[src/rtl/genius_fluxo_dados_param.sv]
// Purpose: parametrised Genius data path (counters, sequence memory, move register, press edge, timeout, LED select).
// Latency: counters/registers update on the clock edge; memory read is registered (1 cycle); status outputs are combinational.
// Backpressure: none; driven by the control unit every cycle. Optional macro GENIUS_VALIDA_JOGADA_EN adds one-hot move validation.
module genius_fluxo_dados_param #(
    parameter int NUM_BOTOES = 4,
    parameter int DEPTH      = 16,
    parameter int TIMEOUT    = 5000,
    localparam int AW        = $clog2(DEPTH),
    localparam int TW        = $clog2(TIMEOUT)
) (
    input  logic                  clock,
    input  logic                  reset,
    input  logic                  zeraE,
    input  logic                  contaE,
    input  logic                  zeraR,
    input  logic                  contaR,
    input  logic                  limpaJ,
    input  logic                  registraJ,
    input  logic                  grava,
    input  logic                  zeraT,
    input  logic                  contaT,
    input  logic                  registraLeds,
    input  logic                  led_sel,
    input  logic [NUM_BOTOES-1:0] botoes,
    output logic                  jogada_correta,
    output logic                  enderecoIgualRodada,
    output logic                  fimE,
    output logic                  fimR,
    output logic                  jogada_feita,
`ifdef GENIUS_VALIDA_JOGADA_EN
    output logic                  jogada_invalida,
`endif
    output logic                  timeout,
    output logic [NUM_BOTOES-1:0] leds,
    output logic                  db_tem_jogada,
    output logic [AW-1:0]         db_endereco,
    output logic [AW-1:0]         db_rodada,
    output logic [NUM_BOTOES-1:0] db_memoria,
    output logic [NUM_BOTOES-1:0] db_jogada
);

    localparam logic [AW-1:0] ULTIMO = AW'(DEPTH - 1);
    localparam logic [TW-1:0] T_MAX  = TW'(TIMEOUT - 1);

    logic [AW-1:0]         endereco_q, endereco_d;
    logic [AW-1:0]         rodada_q, rodada_d;
    logic [NUM_BOTOES-1:0] jogada_q, jogada_d;
    logic                  sel_q, sel_d;
    logic                  borda_q;
    logic [TW-1:0]         tempo_q, tempo_d;
    logic [NUM_BOTOES-1:0] mem_q [DEPTH];
    logic [NUM_BOTOES-1:0] mem_dat_q, mem_dat_d;
    logic [AW-1:0]         rd_addr;
    logic                  sinal;
    logic                  subida;
    logic                  carrega_j;

    // Press detection: any button raises sinal; a press is the cycle sinal rises.
    // Gating with reset keeps the pulse quiet while reset is held, so a button held
    // across release fires on the first cycle after release (edge register is 0).
    assign sinal  = |botoes;
    assign subida = reset & sinal & ~borda_q;

`ifdef GENIUS_VALIDA_JOGADA_EN
    logic um_quente;
    assign um_quente       = sinal && ((botoes & (botoes - NUM_BOTOES'(1))) == '0);
    assign jogada_feita    = subida & um_quente;
    assign jogada_invalida = subida & ~um_quente;
    assign carrega_j       = registraJ & um_quente;
`else
    assign jogada_feita    = subida;
    assign carrega_j       = registraJ;
`endif

    // Next state for counters, move register, selector and timeout counter.
    always_comb begin
        endereco_d = endereco_q;
        rodada_d   = rodada_q;
        jogada_d   = jogada_q;
        sel_d      = sel_q;
        tempo_d    = tempo_q;

        if (zeraE)       endereco_d = '0;
        else if (contaE) endereco_d = (endereco_q == ULTIMO) ? '0 : endereco_q + AW'(1);

        if (zeraR)       rodada_d = '0;
        else if (contaR) rodada_d = (rodada_q == ULTIMO) ? '0 : rodada_q + AW'(1);

        if (limpaJ)         jogada_d = '0;
        else if (carrega_j) jogada_d = botoes;

        if (registraLeds) sel_d = led_sel;

        // A press restarts the move timer, so it shares the clear path with zeraT.
        if (zeraT || jogada_feita)          tempo_d = '0;
        else if (contaT && tempo_q != T_MAX) tempo_d = tempo_q + TW'(1);
    end

    // Registered memory read; a write to the address being read is forwarded (write-first).
    assign rd_addr   = sel_q ? rodada_q : endereco_q;
    assign mem_dat_d = (grava && (endereco_q == rd_addr)) ? jogada_q : mem_q[rd_addr];

    // Control/state registers.
    always_ff @(posedge clock or negedge reset) begin
        if (!reset) begin
            endereco_q <= '0;
            rodada_q   <= '0;
            jogada_q   <= '0;
            sel_q      <= 1'b0;
            borda_q    <= 1'b0;
            tempo_q    <= '0;
            mem_dat_q  <= '0;
        end else begin
            endereco_q <= endereco_d;
            rodada_q   <= rodada_d;
            jogada_q   <= jogada_d;
            sel_q      <= sel_d;
            borda_q    <= sinal;
            tempo_q    <= tempo_d;
            mem_dat_q  <= mem_dat_d;
        end
    end

    // Sequence memory: reset loads a rotating one-hot pattern; grava stores the current (old) move.
    always_ff @(posedge clock or negedge reset) begin
        if (!reset) begin
            for (int i = 0; i < DEPTH; i++) begin
                mem_q[i] <= NUM_BOTOES'(1) << (i % NUM_BOTOES);
            end
        end else if (grava) begin
            mem_q[endereco_q] <= jogada_q;
        end
    end

    assign jogada_correta      = (mem_dat_q == jogada_q);
    assign enderecoIgualRodada = (endereco_q == rodada_q);
    assign fimE                = (endereco_q == ULTIMO);
    assign fimR                = (rodada_q == ULTIMO);
    assign timeout             = (tempo_q == T_MAX);
    assign leds                = sel_q ? mem_dat_q : jogada_q;
    assign db_tem_jogada       = sinal;
    assign db_endereco         = endereco_q;
    assign db_rodada           = rodada_q;
    assign db_memoria          = mem_dat_q;
    assign db_jogada           = jogada_q;

endmodule
[config.mk]
export PLATFORM = sky130hd
export DESIGN_NAME = genius_fluxo_dados_param
export DESIGN_NICKNAME = d
export VERILOG_FILES = /design/src/rtl/genius_fluxo_dados_param.sv
export SDC_FILE = /design/constraint.sdc
export NUM_CORES = 1
export LEC_CHECK = 0
export BUFFER_PORTS_ARGS = -buffer_cell sky130_fd_sc_hd__buf_2
export CORE_AREA = 2 2 79 138
export DETAILED_ROUTE_END_ITERATION = 8
export DIE_AREA = 0 0 81 140
export HOLD_SLACK_MARGIN = 0.08
export PLACE_DENSITY = 0.67
export SLEW_MARGIN = 20
export SYNTH_ARGS = -nofsm -noshare
export SYNTH_HDL_FRONTEND = slang
export SYNTH_SLANG_ARGS = --single-unit
[constraint.sdc]
create_clock -name clock -period 1.6 [get_ports clock]
set_input_delay 0.16 -clock clock [delete_from_list [all_inputs] [get_ports clock]]
set_output_delay 0.16 -clock clock [all_outputs]
set_load 0.05 [all_outputs]
==> reports/metrics.yaml <==
logic_synthesis:
  ys_top_cells_by_area: "dfrtp_1 42%, mux2_2 17%, dfstp_2 9.0%"
  muxShareOfSynthArea_pct: 26.76
  netlist_instances: 365
  synth_compound_area_share_pct: 4.354
  synthSimpleGateAreaFrac_pct: 9.696
  synth.ff_latch_count: 95
  synth_seq_area_share_pct: 51.18
  synth_cell_types: 41
  yosysTopAreaCell: "dfrtp_1"
  synthAdderAreaFrac_pct: 1.603
  yosysWarnings: 0
  synth_top_family_by_area: "multiplexers"
  yosysTopAreaCellShare_pct: 42.20
  synth_area_um2: 4684
  synth_xor_area_share_pct: 3.926
  synth_fp_nets: 388
  syn_avg_cell_area_um2: 12.83
finish:
  multi_input_area_um2: 2525
  utilization_pct: 63.39
  n_fill_cell: 752
  antennaDiodeCount: 0
  final_cell_mix: "66 x dfrtp_1, 65 x mux2_2, 56 x buf_4, 32 x buf_2, 27 x nor2_1"
  syn_to_final_growth_pct: 37.71
  drive_gt1_share_pct: 61.08
  layout.nets: 501
  layout.cells.most_common: "dfrtp_1"
  seq_area_um2: 2419
  design_area_um2: 6451
clocking:
  clkTransAtPathRegs_ps: 70
  ctsHtreeMaxLevel: 3
  clk_path_buf_depth: 2
  numCtsBuffers: 9
  root_buffer: "clkbuf_16"
  clock-sinks: 95
  clkLatencyLatePin_ps: 350
  cts_tree: "done"
critical_path:
  critPathKind: "reg -> reg"
  cp_cell_sequence: "mux2_4, buf_12, mux4_2, a22oi_2, a31oi_1"
  crit_path_end_kind: "register"
  cp_max_fo: 6
  cp_num_buf_inv: 1
  crit_family: "multiplexers"
  cp_slowest_cell: "dfrtp_2"
  arrival_ps: 2060
  required_ps: 1800
  crit_path_start_kind: "register"
  slowest_delay_ps: 450
place:
  place_ws_ps: -314.5
  portBuffers: 43
  place_area_um2: 5572
  gp_congestion: 0.8463
  dp_hpwl_um: 8772
route:
  drc_errors: 0
  ant_nets: 0
  vias: 3462
  wl_per_cell_um: 20.47
  dr.first_iter.drc_count: 162
  routed_wl_um: 12490
  first_pass_iters: 4
  viasPerCell: 5.675
timing:
  slew_violations: 0
  finClkSkew_ps: 9.814
  rsz0062_at_grt: "yes"
  worst_slack_ps: -255.5
  hold_viol: 0
  slew_headroom_pct: 55.22
  period_minus_slack_ps: 1856
  max_freq_mhz: 538.9
  min_period_over_period_pct: 116.0
  setup_viol: 47
  worst_pin_slew_ps: 666.0
global_routing:
  grt_pass1_wl_um: 18800
  grt_max_degree: 50
  grt_pass1_vias: 3694
  grt_overflow_total: 0
  track_usage_pct: 22.54
  antenna_found_initial: 0
power_and_ir_drop:
  leakagePower_nw: 2.940
  swShare_pct: 26.94
  clock_power_share_pct: 38.5
  netSwitchingPower_w: 0.001635
  peakVddDrop_v: 0.0006635
  seqPwrFrac_pct: 43.7
  power_frac_comb_pct: 17.8
  internal-power_w: 0.004432
  p_per_area_nw_per_um2: 940.4
floorplanning:
  start_util_pct: 46.03
  die_x_um: 81
  core_area_um2: 10180
  row_count: 49
  io_pins: 44
  die-area_um2: 11340
  die_y_um: 140
hold_path:
  holdCritPathClass: "in -> reg"
status:
  status: "finished with violations"
  violations: "negative setup slack"
flow_run:
  cap_violations: 0
## through the flow
| stage | hold slack [ps] | total power, W | TNS (ps) | std cells |
|---|---|---|---|---|
| after floorplan | -135.6 | 0.003307 | -5286 | 365 |
| after global placement | 352.6 | 0.003622 | -4929 | 566 |
| after detailed placement | 359.5 | 0.003645 | -6417 | 566 |
| after CTS | 83.00 | 0.006070 | -3289 | 601 |
| after global routing | 90.60 | 0.006297 | -5635 | 610 |
| final | 94.20 | 0.006067 | -3307 | 610 |
## worst register-to-register path: stages, from the launching register on
cell     delay, ps
dfrtp_2        450
mux2_4         390
buf_12         170
mux4_2         440
a22oi_2        170
a31oi_1        100
## flip-flops by register name, summed over array words and instances (netlist names)
name         count
db_memoria       4
mem_q           64
borda_q          1
tempo_q         13
db_jogada        4
sel_q            1
db_endereco      4
db_rodada        4
## synthesized netlist by cell type
master     count
and3b_1        1
a21oi_1        6
buf_2          3
clkbuf_1      17
nor3_1         6
nand4_1        8
xnor2_1        5
or3b_2         1
or4_4          1
o21ai_0        6
o21ai_1        1
and3_1         3
ha_1           6
a31oi_1        3
or3_1          4
mux4_2        16
nand3_1       11
nor4bb_1       1
mux2_4         1
o31ai_1        1
inv_1          7
mux2_2        70
nor2_1        28
or2_2          2
nand4b_1       2
or4_1          1
dfrtp_1       79
nor2b_1        2
mux2i_1        9
o21a_1         1
a22oi_1        7
o2bb2ai_1      1
nand2_1       15
xor2_1        16
nor4_1         3
o41ai_4        1
a22o_1         1
dfstp_2       16
buf_6          1
nand2b_1       1
o211ai_1       1
## kinds of logic (layout without fill, tap and decap cells)
logic type,after synthesis,in the layout
xor+xnor,21,21
buf+inv,28,145
compound gates,29,29
simple gates,90,90
fa+ha+maj,6,6
flops,95,95
mux,96,97
## path summary, 6_finish.rpt
| kind | startpoint | endpoint | slack (ps) | cells past startpoint |
|---|---|---|---|---|
| setup / recovery | sel_q | db_memoria[1] | -260 | 5 |
| hold / removal | botoes[3] | db_jogada[3] | 90 | 3 |
| setup reg to reg | sel_q | db_memoria[1] | -260 | 5 |
| hold reg to reg | mem_q[10] | mem_q[10] | 510 | 1 |
| max in group asynchronous | reset | db_rodada[0] | 570 | 3 |
| min in group asynchronous | reset | tempo_q[1] | 520 | 3 |
## layer usage
| metal | vias to the layer above | global-route usage [%] | wire (um) |
|---|---|---|---|
| met5 | - | 0 | 0 |
| met4 | 0 | 14.18 | 657 |
| met3 | 42 | 3.866 | 394 |
| met2 | 104 | 41.58 | 7040 |
| met1 | 1767 | 22.22 | 4393 |
| li1 | 1549 | - | - |
## final cells by class
class / count / share of cell area (%)
Sequential cell: 95 / 37.49
Tap cell: 127 / 2.463
Clock buffer: 10 / 3.704
Timing Repair Buffer: 122 / 15.32
Clock inverter: 6 / 1.396
Inverter: 7 / 0.4849
Multi-Input combinational cell: 243 / 39.14
## what timing repair did
action / 4_1_cts / 5_1_grt
pin swaps: 16 / 13
endpoints found under the hold margin: 93 / 0
setup buffers: 9 / 11
endpoints found under the setup margin: 73 / 77
resized for setup: 45 / 29
gates cloned: 1 / 0
hold buffers: 9 / 0
## power groups by stage
stage | sequential [W] | clock [W] | combinational (W)
final | 0.00265 | 0.00234 | 0.00108
after detailed placement | 0.00267 | 0 | 0.000974
after global routing | 0.00266 | 0.00249 | 0.00115
after floorplan | 0.00276 | 0 | 0.000548
after CTS | 0.00264 | 0.00238 | 0.00105
after global placement | 0.00267 | 0 | 0.000954
No activity file was read; power rests on OpenSTA's default activity.
